<file path="config.mk">
export PLATFORM = sky130hd
export DESIGN_NAME = stopwatch_ctrl
export DESIGN_NICKNAME = d
export VERILOG_FILES = /design/src/rtl/stopwatch_pkg.sv /design/src/rtl/btn_debounce.sv /design/src/rtl/stopwatch_ctrl.sv
export SDC_FILE = /design/constraint.sdc
export NUM_CORES = 1
export LEC_CHECK = 0
export ABC_AREA = 0
export BUFFER_PORTS_ARGS = -buffer_cell sky130_fd_sc_hd__buf_4
export CORE_MARGIN = 4
export CORE_UTILIZATION = 28
export CTS_BUF_LIST = sky130_fd_sc_hd__clkbuf_16
export CTS_CLUSTER_SIZE = 12
export DETAILED_ROUTE_END_ITERATION = 16
export GPL_TIMING_DRIVEN = 1
export HOLD_SLACK_MARGIN = 0.03
export SYNTH_ARGS = -nofsm -noshare
export SYNTH_HDL_FRONTEND = slang
export SYNTH_HIERARCHICAL = 1
export SYNTH_SLANG_ARGS = --single-unit
</file>
<file path="constraint.sdc">
create_clock -name clk -period 2 [get_ports clk]
set_input_delay 0.2 -clock clk [delete_from_list [all_inputs] [get_ports clk]]
set_output_delay 0.2 -clock clk [all_outputs]
set_load 0.005 [all_outputs]
</file>
<file path="src/rtl/stopwatch_pkg.sv">
// Shared definitions for the stopwatch control front-end: FSM state
// encoding and the bit positions of the three buttons in the press vector.
package stopwatch_pkg;

    typedef enum logic [1:0] {
        ST_IDLE  = 2'b00,
        ST_RUN   = 2'b01,
        ST_PAUSE = 2'b10
    } state_t;

    localparam int BTN_START = 0;
    localparam int BTN_STOP  = 1;
    localparam int BTN_CLEAR = 2;
    localparam int NUM_BTNS  = 3;

endpackage

</file>
<file path="src/rtl/btn_debounce.sv">
// One push-button path: two-flop synchroniser, stability-counting debounce
// and a single-cycle pulse on each accepted press (rising debounced edge).
module btn_debounce #(
    parameter int DB_CYCLES = 1000000
) (
    input  logic clk,
    input  logic reset_n,
    input  logic raw,
    output logic level,
    output logic press
);

    localparam int CW = (DB_CYCLES > 1) ? $clog2(DB_CYCLES) : 1;
    localparam logic [CW-1:0] CNT_MAX = CW'(DB_CYCLES - 1);

    logic          r_sync1;
    logic          r_sync2;
    logic          r_level;
    logic          r_levelDly;
    logic          r_press;
    logic [CW-1:0] r_cnt;

    // Bring the asynchronous button into the clk domain through two flops.
    always_ff @(posedge clk or negedge reset_n) begin
        if (!reset_n) begin
            r_sync1 <= 1'b0;
            r_sync2 <= 1'b0;
        end else begin
            r_sync1 <= raw;
            r_sync2 <= r_sync1;
        end
    end

    // Accept a new level only after it has differed for DB_CYCLES edges in a row.
    always_ff @(posedge clk or negedge reset_n) begin
        if (!reset_n) begin
            r_cnt   <= '0;
            r_level <= 1'b0;
        end else if (r_sync2 == r_level) begin
            r_cnt <= '0;
        end else if (r_cnt == CNT_MAX) begin
            r_level <= r_sync2;
            r_cnt   <= '0;
        end else begin
            r_cnt <= r_cnt + 1'b1;
        end
    end

    // Registered rising-edge detect so press is a clean one-cycle pulse.
    always_ff @(posedge clk or negedge reset_n) begin
        if (!reset_n) begin
            r_levelDly <= 1'b0;
            r_press    <= 1'b0;
        end else begin
            r_levelDly <= r_level;
            r_press    <= r_level & ~r_levelDly;
        end
    end

    assign level = r_level;
    assign press = r_press;

endmodule

</file>
<file path="src/rtl/stopwatch_ctrl.sv">
// Stopwatch control stage: debounces start/stop/clear, runs the
// IDLE/RUN/PAUSE machine and produces the counter's tick enable.
module stopwatch_ctrl
    import stopwatch_pkg::*;
#(
    parameter int DB_CYCLES = 1000000,
    parameter int TICK_DIV  = 25000000
) (
    input  logic       clk,
    input  logic       reset_n,
    input  logic       btn_start,
    input  logic       btn_stop,
    input  logic       btn_clear,
    output logic       en,
    output logic       stop,
    output logic       clear,
    output logic       tick,
    output logic [1:0] state
);

    localparam int TW = $clog2(TICK_DIV);
    localparam logic [TW-1:0] TICK_MAX = TW'(TICK_DIV - 1);

    logic [NUM_BTNS-1:0] w_raw;
    logic [NUM_BTNS-1:0] w_level;
    logic [NUM_BTNS-1:0] w_press;

    state_t        r_state;
    state_t        w_nextState;
    logic          w_clearReq;
    logic          r_clear;
    logic          r_tick;
    logic [TW-1:0] r_prescale;

    assign w_raw[BTN_START] = btn_start;
    assign w_raw[BTN_STOP]  = btn_stop;
    assign w_raw[BTN_CLEAR] = btn_clear;

    for (genvar g = 0; g < NUM_BTNS; g++) begin : gBtn
        btn_debounce #(
            .DB_CYCLES(DB_CYCLES)
        ) uDebounce (
            .clk    (clk),
            .reset_n(reset_n),
            .raw    (w_raw[g]),
            .level  (w_level[g]),
            .press  (w_press[g])
        );
    end

    // Next-state logic; clear beats stop beats start, and a stop press
    // swallows a coincident start even where stop itself has no effect.
    always_comb begin
        w_nextState = r_state;
        w_clearReq  = 1'b0;
        if (w_press[BTN_CLEAR]) begin
            w_nextState = ST_IDLE;
            w_clearReq  = 1'b1;
        end else begin
            case (r_state)
                ST_IDLE: begin
                    if (!w_press[BTN_STOP] && w_press[BTN_START]) begin
                        w_nextState = ST_RUN;
                    end
                end
                ST_RUN: begin
                    if (w_press[BTN_STOP]) begin
                        w_nextState = ST_PAUSE;
                    end
                end
                ST_PAUSE: begin
                    if (!w_press[BTN_STOP] && w_press[BTN_START]) begin
                        w_nextState = ST_RUN;
                    end
                end
                default: begin
                    w_nextState = ST_IDLE;
                end
            endcase
        end
    end

    // State register, with the clear pulse registered alongside so it
    // lines up with the first cycle that reads IDLE.
    always_ff @(posedge clk or negedge reset_n) begin
        if (!reset_n) begin
            r_state <= ST_IDLE;
            r_clear <= 1'b0;
        end else begin
            r_state <= w_nextState;
            r_clear <= w_clearReq;
        end
    end

    // Tick prescaler: advances only while staying in RUN, keeps its partial
    // count across PAUSE, restarts from zero when leaving or entering IDLE.
    always_ff @(posedge clk or negedge reset_n) begin
        if (!reset_n) begin
            r_prescale <= '0;
            r_tick     <= 1'b0;
        end else begin
            r_tick <= 1'b0;
            if (r_state == ST_RUN && w_nextState == ST_RUN) begin
                if (r_prescale == TICK_MAX) begin
                    r_prescale <= '0;
                    r_tick     <= 1'b1;
                end else begin
                    r_prescale <= r_prescale + 1'b1;
                end
            end else if (w_nextState == ST_IDLE || r_state == ST_IDLE) begin
                r_prescale <= '0;
            end
        end
    end

    assign en    = (r_state == ST_RUN) || (r_state == ST_PAUSE);
    assign stop  = (r_state == ST_PAUSE);
    assign clear = r_clear;
    assign tick  = r_tick;
    assign state = r_state;

endmodule
</file>
# == After elaboration in Yosys (flattened, before gate mapping) ==
# Index checks and enable logic that the tools add are counted.
# word_totals
regBits,104
input_bits,5
output_inout_bits,6
wordCells,73
# op_classes
addsub,4
n_eq_ne,10
muxes,16
bitwise_logic,9
n_reduce_logical,12
# ops
cell,count
$mux 20,6
$mux 25,3
$add 20x1->20 const B,3
$eq 20x20->1 const B,3
$add 25x1->25 const B,1
$eq 25x25->1 const B,1
$mux 2,3
$not 1->1,6
$reduce_and 2->1,3
$eq 2x1->1 const B,2
$logic_not 2->1,2
$pmux 2 s2,1
$and 1x1->1,3
$eq 1x1->1,3
$mux 1,3
$eq 2x2->1 const B,1
$logic_and 1x1->1,2
$logic_or 1x1->1,2
$reduce_bool 2->1,1
$reduce_or 2->1,1
$logic_not 1->1,1

# == Depth between registers and ports, before layout ==
# logic_depth
word_depth,9
mapped_depth,9
depth_no_buf,8

# == Modules after synthesis ==
# The synthesis kept the hierarchy.
# modules_own_cells
module,instances,cells_each,area_per_inst_um2,seq_area_each_um2
btn_debounce,3,111,1171.1,625.6
stopwatch_ctrl,1,195,1737.9,725.7

# == Worst setup path after synthesis ==
# No wires, ideal clock.
# synth_timing
kind,reg2reg
startpoint,reg r_state[1] (netlist: state[1])
endpoint,reg r_prescale[9]
setup_ps,69
t_arrival_ps,2136
required_time_ps,1931
setup_slack_ps,-205
path_stages_with_launch,10
path_buffers,1
synth_period_minus_slack_ps,2205
cell_sequence,dfrtp_1 inv_1 ha_1 nor2_2 nor2_2 o2111ai_4 or2_1 buf_6 or4_1 nand3_1
# synth_between
elab_chain_cells,7
elab_cells_between_ends,14
cone_classes,eq/ne: 3; mux: 5; reduce/logical: 6
# synth_lines
item,line,text
start: declaration,stopwatch_ctrl.sv:28,state_t r_state;
start signal: assignment,stopwatch_ctrl.sv:90,r_state <= w_nextState;
$eq 2x2->1 or $logic_not 2->1 (tied branches),"stopwatch_ctrl.sv:60, stopwatch_ctrl.sv:110",
$reduce_or 2->1 (no line),-,
$pmux 2 s2,stopwatch_ctrl.sv:60,case (r_state)
$mux 2,stopwatch_ctrl.sv:56,if (w_press[BTN_CLEAR]) begin
$eq 2x1->1 or $logic_not 2->1 (tied branches),"stopwatch_ctrl.sv:103, stopwatch_ctrl.sv:110",
$logic_and 1x1->1 or $logic_or 1x1->1 (tied branches),"stopwatch_ctrl.sv:103, stopwatch_ctrl.sv:110",
$mux 25 or $reduce_bool 2->1 (tied branches),-,
end signal: assignment,stopwatch_ctrl.sv:108,r_prescale <= r_prescale + 1'b1;
end: declaration,stopwatch_ctrl.sv:33,logic [TW-1:0] r_prescale;
# Parallel ways exist; a longest one is shown, timed or not.
# A chain may end at the register's enable or synchronous reset.

# == Worst setup path after layout ==
# layout_timing
startpoint,reg r_state[1] (netlist: state[1])
endpoint,reg r_prescale[12]
# layout_between
elab_chain_cells,7
elab_cells_between_ends,14
cone_classes,eq/ne: 3; mux: 5; reduce/logical: 6
# layout_lines
item,line,text
$eq 2x2->1 or $logic_not 2->1 (tied branches),stopwatch_ctrl.sv:60,
$reduce_or 2->1 (no line),-,
$pmux 2 s2 (*),stopwatch_ctrl.sv:60,
$mux 2 (*),stopwatch_ctrl.sv:56,
named net w_nextState[0],stopwatch_ctrl.sv:29,state_t w_nextState;
$eq 2x1->1 or $logic_not 2->1 (tied branches),"stopwatch_ctrl.sv:103, stopwatch_ctrl.sv:110",
$logic_and 1x1->1 or $logic_or 1x1->1 (tied branches),"stopwatch_ctrl.sv:103, stopwatch_ctrl.sv:110",
$mux 25 or $reduce_bool 2->1 (tied branches),-,
# Mark *: on every way through the listed nets, which the timed path passes. The rest lies on a longest branch.

==> results.cfg <==
[synth]
synth-edff-count = 0
seq_area_frac_synth = 0.4956
yosys_warnings = 6
ys_seq_elements = 104
syn-num-nets = 541
synth-main-ff-cell = dfrtp_1
synth_top_area_share = 0.4956
ys_async_sr_fraction = 1.000
synthDistinctLibCells = 54
yosys.area.top_type = dfrtp_1
netlist_instances = 528
synth_most_common_cell = dfrtp_1
synth_area_leaders = dfrtp_1 50%, xnor2_1 5.5%, nor2_1 4.8%, nand3_1 3.0%, nand2_1 2.6%
synth_top_cells_by_count = 104 x dfrtp_1, 67 x nor2_1, 36 x nand2_1, 33 x xnor2_1, 31 x nand3_1
syn_area_per_cell_um2 = 9.946
syn_area_um2 = 5251

[job]
max_cap_viol_count = 0

[placed_design]
pre_cts_ws_ns = -0.2466
dp_hpwl_mm = 7.717
gp_congestion = 0.8028
io_buffer_count = 10
place_area_um2 = 6093

[sta]
slew_viol_final = 0
finalSetupViolCount = 18
timing.final.ws_setup_ns = -0.07966
max_freq_ghz = 0.4808
rsz0062_at_grt = true
tightest_slew_ns = 0.5751
period_share = 1.040
slew_headroom = 0.6166
hold_slack_ns = 0.3511
hold_violations = 0
layout_min_cycle_time_ns = 2.080
clock_skew_ns = 0.008102

[setup_path]
cp-start-kind = register
cp_data_arrival_time_ns = 2.33
cp-end-kind = register
path_class = reg2reg
worst_ep_required_time_ns = 2.25
critPathMaxFanout = 8

[power_and_ir_drop]
p_per_area_nw_per_um2 = 585.6
leakage_nw = 2.775
peakVddDrop_uv = 396.0

[detailed_routing]
drcViolationCount = 0
wl_mm = 10.84
dr.pass1.iters = 6
drt-initial-drc-count = 294
vias_per_cell = 4.934
routedWlPerCell_um = 12.79
final_antenna_net_count = 0
dr_total_vias = 4179

[clock_network]
clk_path_buf_depth = 2
tritoncts = done
clock-sinks = 104
cts-root-buf = clkbuf_16
cts_made_buffers = 9
h-tree-depth = 3
clk_pin_slew_ns = 0.07
clk_latency_ns = 0.35

[grt]
gr-usage-all-layers = 0.1057
overflow = 0
grt_pass1_vias = 4049
grt_pass1_wl_mm = 18.63
grt_max_degree = 45
grt_antenna_before_repair = 0

[floorplanning]
die_width_um = 144.9
rows = 49
pin_count = 11
die_area_um2 = 21010
start_util = 0.2884
coreArea_um2 = 18210
die_h_um = 144.9

[final_layout]
final_core_util = 0.3614
nets = 626
antenna_cells = 0
postLayoutCellArea_um2 = 6581
fill_cells = 1764
area_delta_synth_final_pct = 25.33
drive_gt1_frac = 0.2443

[outcome]
violations = setup timing
status = complete, but fails checks

[min_path]
hold_path_class = reg2reg
## layout by cell type, fill, tap and decap left out, drive strengths merged, types with 3 or more instances in the layout
master       instances
a21o                 6
a21oi               23
a31oi               15
and2                 4
and3                 7
and4                10
buf                 82
clkbuf               9
clkinv               6
dfrtp              104
dlygate4sd3          4
ha                   8
inv                 19
mux2                 3
mux2i                6
nand2               37
nand3               32
nand4               18
nor2                71
nor2b                3
nor3                24
nor4                17
nor4b                8
o21ai               26
or3                  9
or4                  4
xnor2               33
xor2                15
## cell families after synthesis
family,Yosys count,share of synthesized area
flip-flops,104,0.4956
AND/OR/NAND/NOR,248,0.2659
adder cells (fa/ha/maj),8,0.01906
XOR/XNOR,48,0.08006
AO/OA/AOI/OAI,79,0.09388
buffers and inverters,32,0.02764
multiplexers,9,0.01787
## critical path, stage by stage (launching register included)
cell and delay (ns):
dfrtp_2 0.43, inv_4 0.06, ha_4 0.15, and2b_2 0.21, buf_6 0.12, o31a_1 0.22, o21a_1 0.19, o2bb2ai_2 0.14
buf_6 0.15, a21o_1 0.15, a21o_1 0.15
## what timing repair did
| action | CTS | global route |
|---|---|---|
| endpoints found under the hold margin | 43 | 0 |
| pin swaps | 13 | 12 |
| gates cloned | 0 | 1 |
| hold buffers | 4 | 0 |
| endpoints found under the setup margin | 25 | 25 |
| setup buffers | 2 | 6 |
| gates resized for setup | 18 | 15 |
## state kept, by name, indices dropped and copies added (netlist names)
register and cells:
clear 1, gBtn.uDebounce/level 3, gBtn.uDebounce/press 3, gBtn.uDebounce/r_cnt 60, gBtn.uDebounce/r_levelDly 3, gBtn.uDebounce/r_sync1 3, gBtn.uDebounce/r_sync2 3, r_prescale 25
state 2, tick 1
## path summary, 6_finish.rpt
check,startpoint,endpoint,slack (ns),depth (start not counted)
min in group asynchronous,reset_n,gBtn[2].uDebounce/r_cnt[14]$_DFF_PN0_,0.39,2
worst max register to register,state[1]$_DFF_PN0_,r_prescale[12]$_DFFE_PN0P_,-0.08,10
worst min register to register,gBtn[1].uDebounce/r_sync1$_DFF_PN0_,gBtn[1].uDebounce/r_sync2$_DFF_PN0_,0.35,0
worst min-delay path,gBtn[1].uDebounce/r_sync1$_DFF_PN0_,gBtn[1].uDebounce/r_sync2$_DFF_PN0_,0.35,0
max in group asynchronous,reset_n,gBtn[1].uDebounce/r_cnt[19]$_DFF_PN0_,0.96,3
worst max-delay path,state[1]$_DFF_PN0_,r_prescale[12]$_DFFE_PN0P_,-0.08,10
## report_power, final
part / internal, W / switching, W
Clock: 0.000831 / 0.000765
Sequential: 0.00212 / 0.0000200
Combinational: 0.0000401 / 0.0000752
Total: 0.00299 / 0.000860
## layer usage
| metal | vias to the layer above | GRT usage | wire length [µm] |
|---|---|---|---|
| met5 | - | 0 | 0 |
| met4 | 0 | 0.05748 | 239 |
| met3 | 14 | 0.02058 | 276 |
| met2 | 47 | 0.1709 | 5169 |
| met1 | 2055 | 0.1340 | 5152 |
| li1 | 2063 | - | - |
## final cells by class
class	instances	area, µm²	share of cell area
Multi-Input combinational cell	393	2639	0.4010
Sequential cell	104	2605	0.3958
Clock buffer	9	225.2	0.03422
Clock inverter	7	38.79	0.005894
Tap cell	229	286.5	0.04354
Timing Repair Buffer	86	710.7	0.1080
Inverter	19	76.32	0.01160
## stage by stage
step / setup TNS (ns) / power [W] / std cells
2_1_floorplan: -0.007187 / 0.002222 / 528
3_3_place_gp: -2.568 / 0.002293 / 818
3_5_place_dp: -3.529 / 0.002298 / 818
4_1_cts: -1.327 / 0.003926 / 840
5_1_grt: -2.418 / 0.004037 / 847
6_report: -0.6406 / 0.003854 / 847
No activity file was read; power rests on OpenSTA's default activity.
